$ cat src/rtl/execute_stage.sv
// Y86-64 execute stage: ALU operand selection, ALU, condition-code register,
// jXX/cmovXX condition evaluation with cmov destination cancel, and the
// registered E/M pipeline latch with stall and bubble control.
module execute_stage #(
    parameter int DATA_WID   = 64,
    parameter int ADDR_WID   = 4,
    parameter int STACK_STEP = 8
) (
    input  logic                CLK,
    input  logic                RST,
    input  logic [3:0]          e_icode,
    input  logic [3:0]          e_ifun,
    input  logic [DATA_WID-1:0] e_valC,
    input  logic [DATA_WID-1:0] e_valA,
    input  logic [DATA_WID-1:0] e_valB,
    input  logic [ADDR_WID-1:0] e_dstE,
    input  logic [ADDR_WID-1:0] e_dstM,
    input  logic                stall,
    input  logic                bubble,
    input  logic                mem_exc,
    output logic [3:0]          m_icode,
    output logic                m_Cnd,
    output logic [DATA_WID-1:0] m_valE,
    output logic [DATA_WID-1:0] m_valA,
    output logic [ADDR_WID-1:0] m_dstE,
    output logic [ADDR_WID-1:0] m_dstM,
    output logic [2:0]          cc
);

    localparam logic [3:0] I_NOP   = 4'h1;
    localparam logic [3:0] I_RRMOV = 4'h2;
    localparam logic [3:0] I_IRMOV = 4'h3;
    localparam logic [3:0] I_RMMOV = 4'h4;
    localparam logic [3:0] I_MRMOV = 4'h5;
    localparam logic [3:0] I_OPQ   = 4'h6;
    localparam logic [3:0] I_JXX   = 4'h7;
    localparam logic [3:0] I_CALL  = 4'h8;
    localparam logic [3:0] I_RET   = 4'h9;
    localparam logic [3:0] I_PUSH  = 4'hA;
    localparam logic [3:0] I_POP   = 4'hB;

    localparam logic [1:0] FN_ADD = 2'd0;
    localparam logic [1:0] FN_SUB = 2'd1;
    localparam logic [1:0] FN_AND = 2'd2;
    localparam logic [1:0] FN_XOR = 2'd3;

    localparam logic [DATA_WID-1:0] ZERO     = {DATA_WID{1'b0}};
    localparam logic [DATA_WID-1:0] POS_STEP = DATA_WID'(STACK_STEP);
    localparam logic [DATA_WID-1:0] NEG_STEP = ZERO - POS_STEP;
    localparam logic [ADDR_WID-1:0] REG_NONE = {ADDR_WID{1'b1}};
    localparam logic [2:0]          CC_RST   = 3'b100;

    logic [DATA_WID-1:0] alu_a_s, alu_b_s, alu_res_s;
    logic [1:0]          alu_fn_s;
    logic                zf_s, sf_s, of_s;
    logic                cond_s, cnd_s;
    logic                cc_zf_s, cc_sf_s, cc_of_s;

    logic [3:0]          icode_q, icode_d;
    logic                cnd_q, cnd_d;
    logic [DATA_WID-1:0] vale_q, vale_d;
    logic [DATA_WID-1:0] vala_q, vala_d;
    logic [ADDR_WID-1:0] dste_q, dste_d;
    logic [ADDR_WID-1:0] dstm_q, dstm_d;
    logic [2:0]          cc_q, cc_d;

    assign cc_zf_s = cc_q[2];
    assign cc_sf_s = cc_q[1];
    assign cc_of_s = cc_q[0];

    // Select ALU operands and function from the instruction code.
    always_comb begin
        alu_a_s  = ZERO;
        alu_b_s  = ZERO;
        alu_fn_s = FN_ADD;
        case (e_icode)
            I_RRMOV:          alu_a_s = e_valA;
            I_IRMOV:          alu_a_s = e_valC;
            I_RMMOV, I_MRMOV: begin alu_a_s = e_valC;   alu_b_s = e_valB; end
            I_OPQ:            begin alu_a_s = e_valA;   alu_b_s = e_valB; end
            I_CALL, I_PUSH:   begin alu_a_s = NEG_STEP; alu_b_s = e_valB; end
            I_RET, I_POP:     begin alu_a_s = POS_STEP; alu_b_s = e_valB; end
            default:          alu_a_s = ZERO;
        endcase
        if (e_icode == I_OPQ) begin
            case (e_ifun)
                4'h0:    alu_fn_s = FN_ADD;
                4'h1:    alu_fn_s = FN_SUB;
                4'h2:    alu_fn_s = FN_AND;
                4'h3:    alu_fn_s = FN_XOR;
                default: alu_fn_s = FN_ADD;
            endcase
        end else begin
            alu_fn_s = FN_ADD;
        end
    end

    // ALU result and the flags it would produce.
    always_comb begin
        alu_res_s = ZERO;
        of_s      = 1'b0;
        case (alu_fn_s)
            FN_ADD: begin
                alu_res_s = alu_b_s + alu_a_s;
                of_s = (alu_a_s[DATA_WID-1] == alu_b_s[DATA_WID-1]) &&
                       (alu_res_s[DATA_WID-1] != alu_a_s[DATA_WID-1]);
            end
            FN_SUB: begin
                alu_res_s = alu_b_s - alu_a_s;
                of_s = (alu_b_s[DATA_WID-1] != alu_a_s[DATA_WID-1]) &&
                       (alu_res_s[DATA_WID-1] != alu_b_s[DATA_WID-1]);
            end
            FN_AND:  alu_res_s = alu_b_s & alu_a_s;
            FN_XOR:  alu_res_s = alu_b_s ^ alu_a_s;
            default: alu_res_s = ZERO;
        endcase
        zf_s = (alu_res_s == ZERO);
        sf_s = alu_res_s[DATA_WID-1];
    end

    // Branch/cmov condition from the CC register as it stood before this edge.
    always_comb begin
        cond_s = 1'b0;
        case (e_ifun)
            4'h0:    cond_s = 1'b1;
            4'h1:    cond_s = (cc_sf_s ^ cc_of_s) | cc_zf_s;
            4'h2:    cond_s = cc_sf_s ^ cc_of_s;
            4'h3:    cond_s = cc_zf_s;
            4'h4:    cond_s = ~cc_zf_s;
            4'h5:    cond_s = ~(cc_sf_s ^ cc_of_s);
            4'h6:    cond_s = ~(cc_sf_s ^ cc_of_s) & ~cc_zf_s;
            default: cond_s = 1'b0;
        endcase
        if ((e_icode == I_JXX) || (e_icode == I_RRMOV)) begin
            cnd_s = cond_s;
        end else begin
            cnd_s = 1'b1;
        end
    end

    // Next-state for the E/M latch and CC: stall holds, bubble inserts a NOP.
    always_comb begin
        icode_d = icode_q;
        cnd_d   = cnd_q;
        vale_d  = vale_q;
        vala_d  = vala_q;
        dste_d  = dste_q;
        dstm_d  = dstm_q;
        cc_d    = cc_q;
        if (stall) begin
            cc_d = cc_q;
        end else if (bubble) begin
            icode_d = I_NOP;
            cnd_d   = 1'b0;
            vale_d  = ZERO;
            vala_d  = ZERO;
            dste_d  = REG_NONE;
            dstm_d  = REG_NONE;
        end else begin
            icode_d = e_icode;
            cnd_d   = cnd_s;
            vale_d  = alu_res_s;
            vala_d  = e_valA;
            dste_d  = ((e_icode == I_RRMOV) && !cnd_s) ? REG_NONE : e_dstE;
            dstm_d  = e_dstM;
            if ((e_icode == I_OPQ) && !mem_exc) begin
                cc_d = {zf_s, sf_s, of_s};
            end else begin
                cc_d = cc_q;
            end
        end
    end

    // E/M latch and CC register with synchronous reset.
    always_ff @(posedge CLK) begin
        if (RST) begin
            icode_q <= I_NOP;
            cnd_q   <= 1'b0;
            vale_q  <= ZERO;
            vala_q  <= ZERO;
            dste_q  <= REG_NONE;
            dstm_q  <= REG_NONE;
            cc_q    <= CC_RST;
        end else begin
            icode_q <= icode_d;
            cnd_q   <= cnd_d;
            vale_q  <= vale_d;
            vala_q  <= vala_d;
            dste_q  <= dste_d;
            dstm_q  <= dstm_d;
            cc_q    <= cc_d;
        end
    end

    assign m_icode = icode_q;
    assign m_Cnd   = cnd_q;
    assign m_valE  = vale_q;
    assign m_valA  = vala_q;
    assign m_dstE  = dste_q;
    assign m_dstM  = dstm_q;
    assign cc      = cc_q;

endmodule

$ cat config.mk
export PLATFORM = sky130hd
export DESIGN_NAME = execute_stage
export DESIGN_NICKNAME = d
export VERILOG_FILES = /design/src/rtl/execute_stage.sv
export SDC_FILE = /design/constraint.sdc
export NUM_CORES = 1
export LEC_CHECK = 0
export BUFFER_PORTS_ARGS = -buffer_cell sky130_fd_sc_hd__buf_4
export CORE_MARGIN = 2
export CORE_UTILIZATION = 30
export CTS_BUF_LIST = sky130_fd_sc_hd__clkbuf_8
export DETAILED_ROUTE_END_ITERATION = 8
export PLACE_DENSITY = 0.55
export SYNTH_ARGS = -nofsm -noshare
export SYNTH_HDL_FRONTEND = slang
export SYNTH_SLANG_ARGS = --single-unit
$ cat constraint.sdc
create_clock -name CLK -period 6.05 [get_ports CLK]
set_input_delay 0.3025 -clock CLK [delete_from_list [all_inputs] [get_ports CLK]]
set_output_delay 0.3025 -clock CLK [all_outputs]
set_load 0.01 [all_outputs]
-- Yosys cells after proc, flatten, opt, wreduce, memory -nomap -nowiden
Cells that the tools add are included.
- register bits: 144
- bits of input ports: 213
- output and inout port bits: 144
- $add $sub $neg: 2
- equality and inequality tests: 23
- muxes and demuxes: 15
- bitwise operators: 9
- reductions and logical operators: 16
- operator list (kind ; count):
    $pmux W64 S4 ; 2
    $mux W64 ; 3
    $add A64 B64 Y64 ; 1
    $and A64 B64 Y64 ; 1
    $logic_not A64 Y1 ; 1
    $sub A64 B64 Y64 ; 1
    $xor A64 B64 Y64 ; 1
    $eq A4 B3 Y1 const B ; 7
    $eq A4 B2 Y1 const B ; 4
    $eq A4 B4 Y1 const B ; 4
    $mux W4 ; 4
    $pmux W1 S7 ; 1
    $reduce_or A7 Y1 ; 1
    $pmux W2 S3 ; 1
    $reduce_or A2 Y1 ; 3
    $eq A2 B2 Y1 const B ; 2
    $eq A4 B1 Y1 const B ; 1
    $logic_and A1 B1 Y1 ; 4
    $logic_not A4 Y1 ; 1
    $not A1 Y1 ; 4
    $ne A1 B1 Y1 ; 3
    $reduce_and A3 Y1 ; 1
    $reduce_or A3 Y1 ; 1
    $eq A2 B1 Y1 const B ; 1
    10 further kinds ; 12

-- Depth between registers and ports, before layout
Gate-level depths: netlist of run 1.
- word-level depth: 9
- mapped depth: 23
- gate-level depth less buffers: 21

-- Least setup slack after synthesis of run 1
OpenSTA, ideal clock, no wires.
- path type: in2reg
- start point: input e_icode[0]
- end point: register cc_q[2] (netlist: cc[2])
- setup time: 0.082 ns
- data arrival time: 5.775 ns
- required time: 5.968 ns
- path slack: 0.193 ns
- stages: 20
- path buffers: 2
- cells stage by stage: buf_6 nor3_1 clkbuf_1 a22o_1 ha_1 inv_1 fa_1 o21ba_2 or4_4 a2111oi_2 nor3_2 a21oi_2 o211ai_2 and2_4 a221oi_2 o22ai_1 or4bb_1 or4_1 or4_1 o221ai_1
- cells in the longest elaborated chain, start to end: 6
- elaborated cells on any way between the ends: 29
- those cells by class: 2 x add/sub; 12 x eq/ne; 4 x mux; 2 x bitwise; 9 x reduce/logical
- RTL lines (what ; line ; text):
    start: declaration ; 11 ; input logic [3:0] e_icode,
    $eq A4 B3 Y1 (tied with other cells) ; 76 ; case (e_icode)
    $reduce_or A3 Y1 (no line) (tied with other cells) ; - ;
    $pmux W64 S4 or $mux W64 (tied branches) ; 76 ;
    $sub A64 B64 Y64 (tied with other cells) ; 109 ; alu_res_s = alu_b_s - alu_a_s;
    $pmux W64 S4 ; 102 ; case (alu_fn_s)
    $logic_not A64 Y1 ; 117 ; zf_s = (alu_res_s == ZERO);
    end signal: assignment ; 183 ; cc_q <= CC_RST;
    end signal: assignment ; 191 ; cc_q <= cc_d;
    end: declaration ; 65 ; logic [2:0] cc_q, cc_d;
Several ways; a longest one is shown, not always the timed one.
A chain may end at the register's enable or synchronous reset.

-- Worst setup path in the final report of run 1
- start point: input e_icode[1]
- end point: register cc_q[2] (netlist: cc[2])
Same word-level chain as after synthesis.

==> results of run 1 <==
## sequential cells by signal, summed over array words and instances (netlist names)
register / count
m_valA: 64
m_valE: 64
m_icode: 4
cc: 3
m_dstE: 4
m_dstM: 4
m_Cnd: 1
## stage by stage
step | worst slack, ns | hold WS, ns | TNS [ns] | utilization
after global routing | 0.00577 | 0.0877 | 0 | 0.459
final | 0.0514 | 0.0956 | 0 | 0.459
after CTS | 0.225 | 0.0576 | 0 | 0.458
after detailed placement | -0.425 | 0.469 | -0.425 | 0.449
after global placement | -0.396 | 0.455 | -0.396 | 0.449
after floorplan | 0.193 | 0.440 | 0 | -
## synthesized netlist by cell type, types with 6 or more instances
cell | count | share of area
dfxtp_1 | 144 | 0.17
buf_2 | 24 | 0.0070
a2111oi_0 | 7 | 0.0036
ha_1 | 127 | 0.092
and3_1 | 14 | 0.0051
nand3_1 | 51 | 0.015
a311oi_1 | 8 | 0.0041
nor4b_1 | 6 | 0.0030
nor3b_1 | 69 | 0.030
nor2_1 | 342 | 0.074
or2_2 | 7 | 0.0025
o31ai_1 | 46 | 0.020
inv_1 | 133 | 0.029
or4_1 | 10 | 0.0044
o31a_1 | 9 | 0.0046
o21ai_0 | 108 | 0.031
o211a_1 | 8 | 0.0046
clkbuf_1 | 145 | 0.032
a221oi_1 | 72 | 0.037
a211o_1 | 6 | 0.0030
nor4_1 | 42 | 0.015
o22ai_1 | 27 | 0.0098
xnor2_1 | 45 | 0.023
a41oi_1 | 6 | 0.0030
nor2b_1 | 81 | 0.029
nand2b_1 | 10 | 0.0036
and2_1 | 13 | 0.0047
o211ai_1 | 30 | 0.013
nor3_1 | 58 | 0.017
a21o_1 | 23 | 0.010
nand2_1 | 169 | 0.037
a21oi_1 | 266 | 0.077
o2111ai_1 | 6 | 0.0030
or3_1 | 11 | 0.0040
nand4_1 | 40 | 0.015
o21a_1 | 22 | 0.0096
mux2i_1 | 21 | 0.012
a211oi_1 | 31 | 0.014
a31oi_1 | 23 | 0.0083
a221o_1 | 10 | 0.0058
buf_1 | 20 | 0.0044
o21bai_1 | 17 | 0.0074
a21boi_0 | 12 | 0.0052
o221ai_1 | 17 | 0.0086
a22oi_1 | 58 | 0.025
## worst paths after layout
path                      startpoint                      end  slack (ns)  depth (start not counted)
max reg2reg       cc[1]$_SDFFE_PP0P_   m_dstE[0]$_SDFFE_PP1N_        3.75                          8
min                       e_valA[60]  m_valA[60]$_SDFFE_PP0N_         0.1                          4
max                       e_icode[1]       cc[2]$_SDFFE_PP1P_        0.05                         23
min reg2reg  m_valE[22]$_SDFFE_PP0N_  m_valE[22]$_SDFFE_PP0N_        0.49                          2
## kinds of logic after synthesis
family	Yosys count	share of synthesized area
AO/OA/AOI/OAI	884	0.350
XOR/XNOR	48	0.0244
adder cells (fa/ha/maj)	129	0.0945
buffers and inverters	331	0.0751
flip-flops	144	0.167
multiplexers	25	0.0148
AND/OR/NAND/NOR	949	0.274
## final cells by class
cell class | count | area, um^2
multi-input combinational | 2035 | 13100
tap | 756 | 946
sequential | 144 | 2880
antenna | 2 | 5.00
inverter | 139 | 522
clock inverter | 15 | 189
clock buffer | 17 | 234
timing repair buffer | 1056 | 8070
fill | 5909 | 30600
## per-layer routing
layer  track usage  routed length [um]  vias up  part of all wire
li1              -                   -    11100                 -
met4         0.115                3530        8             0.033
met2         0.523               45200     1340              0.42
met3        0.0900               11000      207              0.10
met5             0                  48        -           0.00045
met1         0.479               46900    11700              0.44
## power by group through the flow
stage               logic [mW]  clock network [mW]  registers, mW
floorplan                 1.24                   0           1.05
global placement          2.74                   0           1.04
detailed placement        2.74                   0           1.04
CTS                       2.76               0.967           1.02
global route              3.00               0.999           1.02
finish                    2.84               0.948           1.02
## tightest hold or removal path, delay by kind of cell
family	cells	cell delay, ns
compound gates	1	0.11
buf+inv	1	0.11
simple gates	2	0.18
## cell usage in the layout, fill, tap and decap left out, drive strengths merged, types with 23 or more instances in the layout
master | Yosys | routed
a22oi | 58 | 58
nor2 | 343 | 343
a31oi | 23 | 23
buf | 47 | 1047
ha | 127 | 127
o31ai | 47 | 47
nor2b | 81 | 81
a211oi | 32 | 32
a21o | 23 | 23
a221oi | 74 | 74
nor3 | 59 | 59
nand3 | 52 | 52
o22ai | 27 | 27
nand4 | 40 | 40
o21ai | 112 | 112
nor3b | 69 | 69
inv | 135 | 145
o211ai | 32 | 32
a21oi | 269 | 269
nand2 | 170 | 170
nor4 | 42 | 42
xnor2 | 45 | 45
dfxtp | 144 | 144
## timing repair
action | CTS | global route
endpoints found under the hold margin | 9 | 0
setup endpoints to repair | 0 | 1
gates resized for setup | 0 | 6
hold buffers | 9 | 0
==> flow_summary.json, run 1 <==
{
  "wl_per_cell_um": 25.6,
  "report.final.slew_viol_count": 0,
  "ys_async_sr_fraction": 0,
  "ys.flop_type": "dfxtp_1",
  "place_area_um2": 25400,
  "cts_buffers": 17,
  "wl_um": 107000,
  "antenna_found_initial": 7,
  "drcViolationCount": 0,
  "worst_pin_slew_ns": 1.42,
  "ant_nets": 0,
  "max_stage_delay_ns": 0.62,
  "crit_chain": "buf_4, nand2_1, nor2_1, a21oi_1, nor2_4, buf_12, a221oi_1, buf_4, ha_1, buf_4, a21oi_1, o21a_1, o31ai_2, a2111oi_4, a211o_1, a31oi_1, a221o_1, a221o_1, a2111oi_0, nand4_1, or4b_1, or4_1, o221ai_1",
  "ir_worst_vdd_uv": 177,
  "fin_crit_sh": 0.992,
  "synth-edff-count": 0,
  "crit_fanout": 26,
  "cp_slowest_cell": "a221oi_1",
  "cts_tree": "done",
  "grt_pass1_vias": 23600,
  "worstSkewPairLatency_ns": 0.61,
  "syn_avg_cell_area_um2": 6.87,
  "crit_type": "input port to flop",
  "p_per_area_nw_per_um2": 185,
  "p_sw_mw": 2.18,
  "cts_setup_buffers": 0,
  "htreeDepth": 4,
  "p_comb_frac": 0.591,
  "stdcell_area_um2": 26000,
  "drt-pass1-iter-count": 6,
  "netlist_area_um2": 17200,
  "syn_nets": 2852,
  "rows": 87,
  "hold_class": "input port to flop",
  "place_inst": 4121,
  "path_clk_slew_ns": 0.16,
  "leakage_nw": 12.1,
  "syn_to_final_growth_pct": 50.7,
  "core-area_um2": 56600,
  "p_int_mw": 2.63,
  "grt_pass1_wl_um": 155000,
  "outcome": "finished, final reports clean",
  "start_kind": "input port",
  "grt_max_degree": 204,
  "pwr-share-seq": 0.212,
  "slew_headroom": 0.0315,
  "gp_congestion": 1.06,
  "final_cells": 4164,
  "hold_viol": 0,
  "ys_warn_count": 0,
  "grt_use_total": 0.348,
  "detailed_place_hpwl_um": 86700,
  "grt_overflow": 0,
  "crit_arrival_ns": 6.54,
  "num_io_pins": 357,
  "yosys_register_bits": 144,
  "p_sw_frac": 0.452,
  "maxCapViolCount": 0,
  "clockPowerShare": 0.197,
  "nNetsFinal": 3735,
  "die_w_um": 244,
  "crit_required_ns": 6.59,
  "synth_seq_area_share": 0.167,
  "synthCells": 2510,
  "power_mw": 4.81,
  "crit_path_frequent_cell": "buf_4",
  "clockBufferDepth": 2,
  "start_util": 0.305,
  "cp-end-kind": "flop",
  "rsz0062_at_grt": "no",
  "die_h_um": 244,
  "critical_path.top_delay_family": "compound AO/OA/AOI/OAI gates",
  "cts-root-buf": "clkbuf_8",
  "fin_skew_ns": 0.0270,
  "max_freq_mhz": 167,
  "die_area_um2": 59400,
  "synthDistinctLibCells": 100,
  "drive_above_1_share": 0.334,
  "dr_total_vias": 24300,
  "critPathBufInv": 4,
  "period_needed_ns": 6.00,
  "port_buffers": 356,
  "vias_per_cell": 5.85,
  "drt_iter0_drc": 2639,
  "setup_viol_count_final": 0,
  "cts.sinks": 144
}
Power figures use the tool's default switching activity.
==> run 2: changes to the inputs <==
CORE_ASPECT_RATIO = 1.1   (was not set)
==> flow_summary.json, run 2 (synthesis gave the netlist of run 1 again) <==
{
  "final_cells": 4221,
  "rows": 92,
  "gp_congestion": 1.05,
  "leakage_nw": 12.4,
  "grt_max_degree": 90,
  "crit_path_end": "cc[2]$_SDFFE_PP1P_",
  "cts-root-buf": "clkbuf_8",
  "setup_viol_count_final": 0,
  "vias_per_cell": 5.83,
  "max_freq_mhz": 170,
  "drive_above_1_share": 0.354,
  "grt_pass1_wl_um": 154000,
  "p_sw_mw": 2.16,
  "clockBufferDepth": 2,
  "num_io_pins": 357,
  "wl_met2_um": 46100,
  "drt-pass1-iter-count": 6,
  "nNetsFinal": 3793,
  "worst_pin_slew_ns": 1.11,
  "crit_type": "input port to flop",
  "grt_overflow": 0,
  "clockPowerShare": 0.181,
  "r2r_start": "cc[0]$_SDFFE_PP0P_",
  "ff2ff_setup_slack_ns": 3.80,
  "start_kind": "input port",
  "drt_iter0_drc": 2671,
  "crit_fanout": 7,
  "r2r_cells": 8,
  "outcome": "finished, final reports clean",
  "fin_skew_ns": 0.0461,
  "die_area_um2": 59400,
  "dr_total_vias": 24600,
  "htreeDepth": 4,
  "wl_um": 106000,
  "report.final.slew_viol_count": 0,
  "p_comb_frac": 0.607,
  "rr_endpoint": "m_dstE[1]$_SDFFE_PP1N_",
  "worstSkewPairLatency_ns": 0.60,
  "p_int_mw": 2.66,
  "start_util": 0.302,
  "die_h_um": 255,
  "final_cell_mix": "buf_4 (1090), nor2_1 (340), a21oi_1 (260)",
  "pwr-share-seq": 0.211,
  "detailed_place_hpwl_um": 85900,
  "dr.max_layer_used": "met5",
  "die_w_um": 233,
  "maxCapViolCount": 0,
  "hold_viol": 0,
  "wl_met3_um": 10500,
  "path_clk_slew_ns": 0.12,
  "grt_use_total": 0.345,
  "drcViolationCount": 0,
  "cp-end-kind": "flop",
  "crit_arrival_ns": 6.39,
  "place_inst": 4173,
  "slew_headroom": 0.241,
  "ir_worst_vdd_uv": 185,
  "cts_tree": "done",
  "drt-met1-wl_um": 45300,
  "port_buffers": 356,
  "cts.sinks": 144,
  "cts_buffers": 17,
  "crit_required_ns": 6.57,
  "grt_pass1_vias": 23600,
  "mostFrequentLayoutCell": "buf_4",
  "syn_to_final_growth_pct": 54.3,
  "antenna_found_initial": 4,
  "fin_crit_sh": 0.970,
  "startpoint": "e_icode[1]",
  "hold_class": "input port to flop",
  "p_per_area_nw_per_um2": 181,
  "period_needed_ns": 5.87,
  "p_sw_frac": 0.448,
  "fin_hold_ws_ns": 0.130,
  "fin_util": 0.466,
  "core-area_um2": 57100,
  "ant_nets": 0,
  "wl_per_cell_um": 25.2
}
-- run 2: cell count changes in the layout (fill, tap and decap cells not counted), moves of 4 or more --
cell      delta
buf_4       +53
a221oi_1    -15
nor4_2       +4
buf_12       +4
a221oi_2    +15
nor4_1       -4
a21oi_1      -4
a21oi_2      +4
-- run 2: power by group through the flow --
stage          clock [mW]  combinational [mW]  sequential [mW]
5_1_grt             0.927                3.08             1.02
3_3_place_gp            0                2.80             1.04
6_report            0.873                2.93             1.02
2_1_floorplan           0                1.24             1.05
4_1_cts             0.899                2.82             1.02
3_5_place_dp            0                2.80             1.04
-- run 2: timing repair --
item / CTS / global route
setup endpoints to repair: 1 / 1
resized for setup: 2 / 36
setup buffers: 0 / 2
pin swaps: 0 / 2
hold buffers: 9 / 0
hold endpoints to repair: 9 / 0
-- run 2: worst min path at each step --
stage                              end  slack (ns)               startpoint  cells after the start
2_1_floorplan   m_dstE[0]$_SDFFE_PP1N_        0.44                e_dstE[0]                      2
3_3_place_gp   m_valE[22]$_SDFFE_PP0N_        0.45  m_valE[22]$_SDFFE_PP0N_                      2
3_5_place_dp   m_valE[22]$_SDFFE_PP0N_        0.46  m_valE[22]$_SDFFE_PP0N_                      2
4_1_cts        m_valA[13]$_SDFFE_PP0N_         0.1               e_valA[13]                      4
5_1_grt        m_valE[22]$_SDFFE_PP0N_        0.13                    stall                      3
6_report       m_valA[49]$_SDFFE_PP0N_        0.13               e_valA[49]                      4
-- run 2: layout make-up --
class	instances	area (um^2)
Fill cell	5961	30500
Multi-Input combinational cell	2035	13300
Timing Repair Buffer	1114	8560
Sequential cell	144	2880
Tap cell	752	941
Inverter	139	522
Clock buffer	17	234
Clock inverter	15	150
Antenna cell	5	12.5
-- run 2: metrics by stage --
stage,setup TNS [ns],instance area [um^2],setup WS [ns],total power [mW]
6_report,0,26600,0.180,4.82
5_1_grt,-0.00166,26600,-0.00166,5.03
4_1_cts,0,26400,0.0136,4.74
3_5_place_dp,-0.692,25900,-0.692,3.84
3_3_place_gp,-0.644,25900,-0.644,3.84
2_1_floorplan,0,17200,0.193,2.29
-- run 2: per-layer routing --
metal / up-vias / global-route usage
li1: 11200 / -
met1: 11800 / 0.474
met2: 1354 / 0.524
met3: 211 / 0.0731
met4: 2 / 0.136
met5: - / 0
-- run 2: critical path: stages --
cell       delay (ns)
buf_4            0.13
inv_1            0.06
buf_4            0.16
nor3_2           0.33
buf_4            0.23
buf_4            0.14
a221oi_1         0.07
buf_4            0.15
ha_1             0.37
or3_4            0.47
or4_1            0.44
a21oi_2          0.27
o21bai_1         0.20
buf_4            0.18
o211a_1          0.21
a211oi_1         0.23
a211oi_1         0.19
nor4_2           0.45
and4_1           0.34
o2111ai_1        0.22
or4b_1           0.56
or4_1            0.53
o221ai_1         0.17
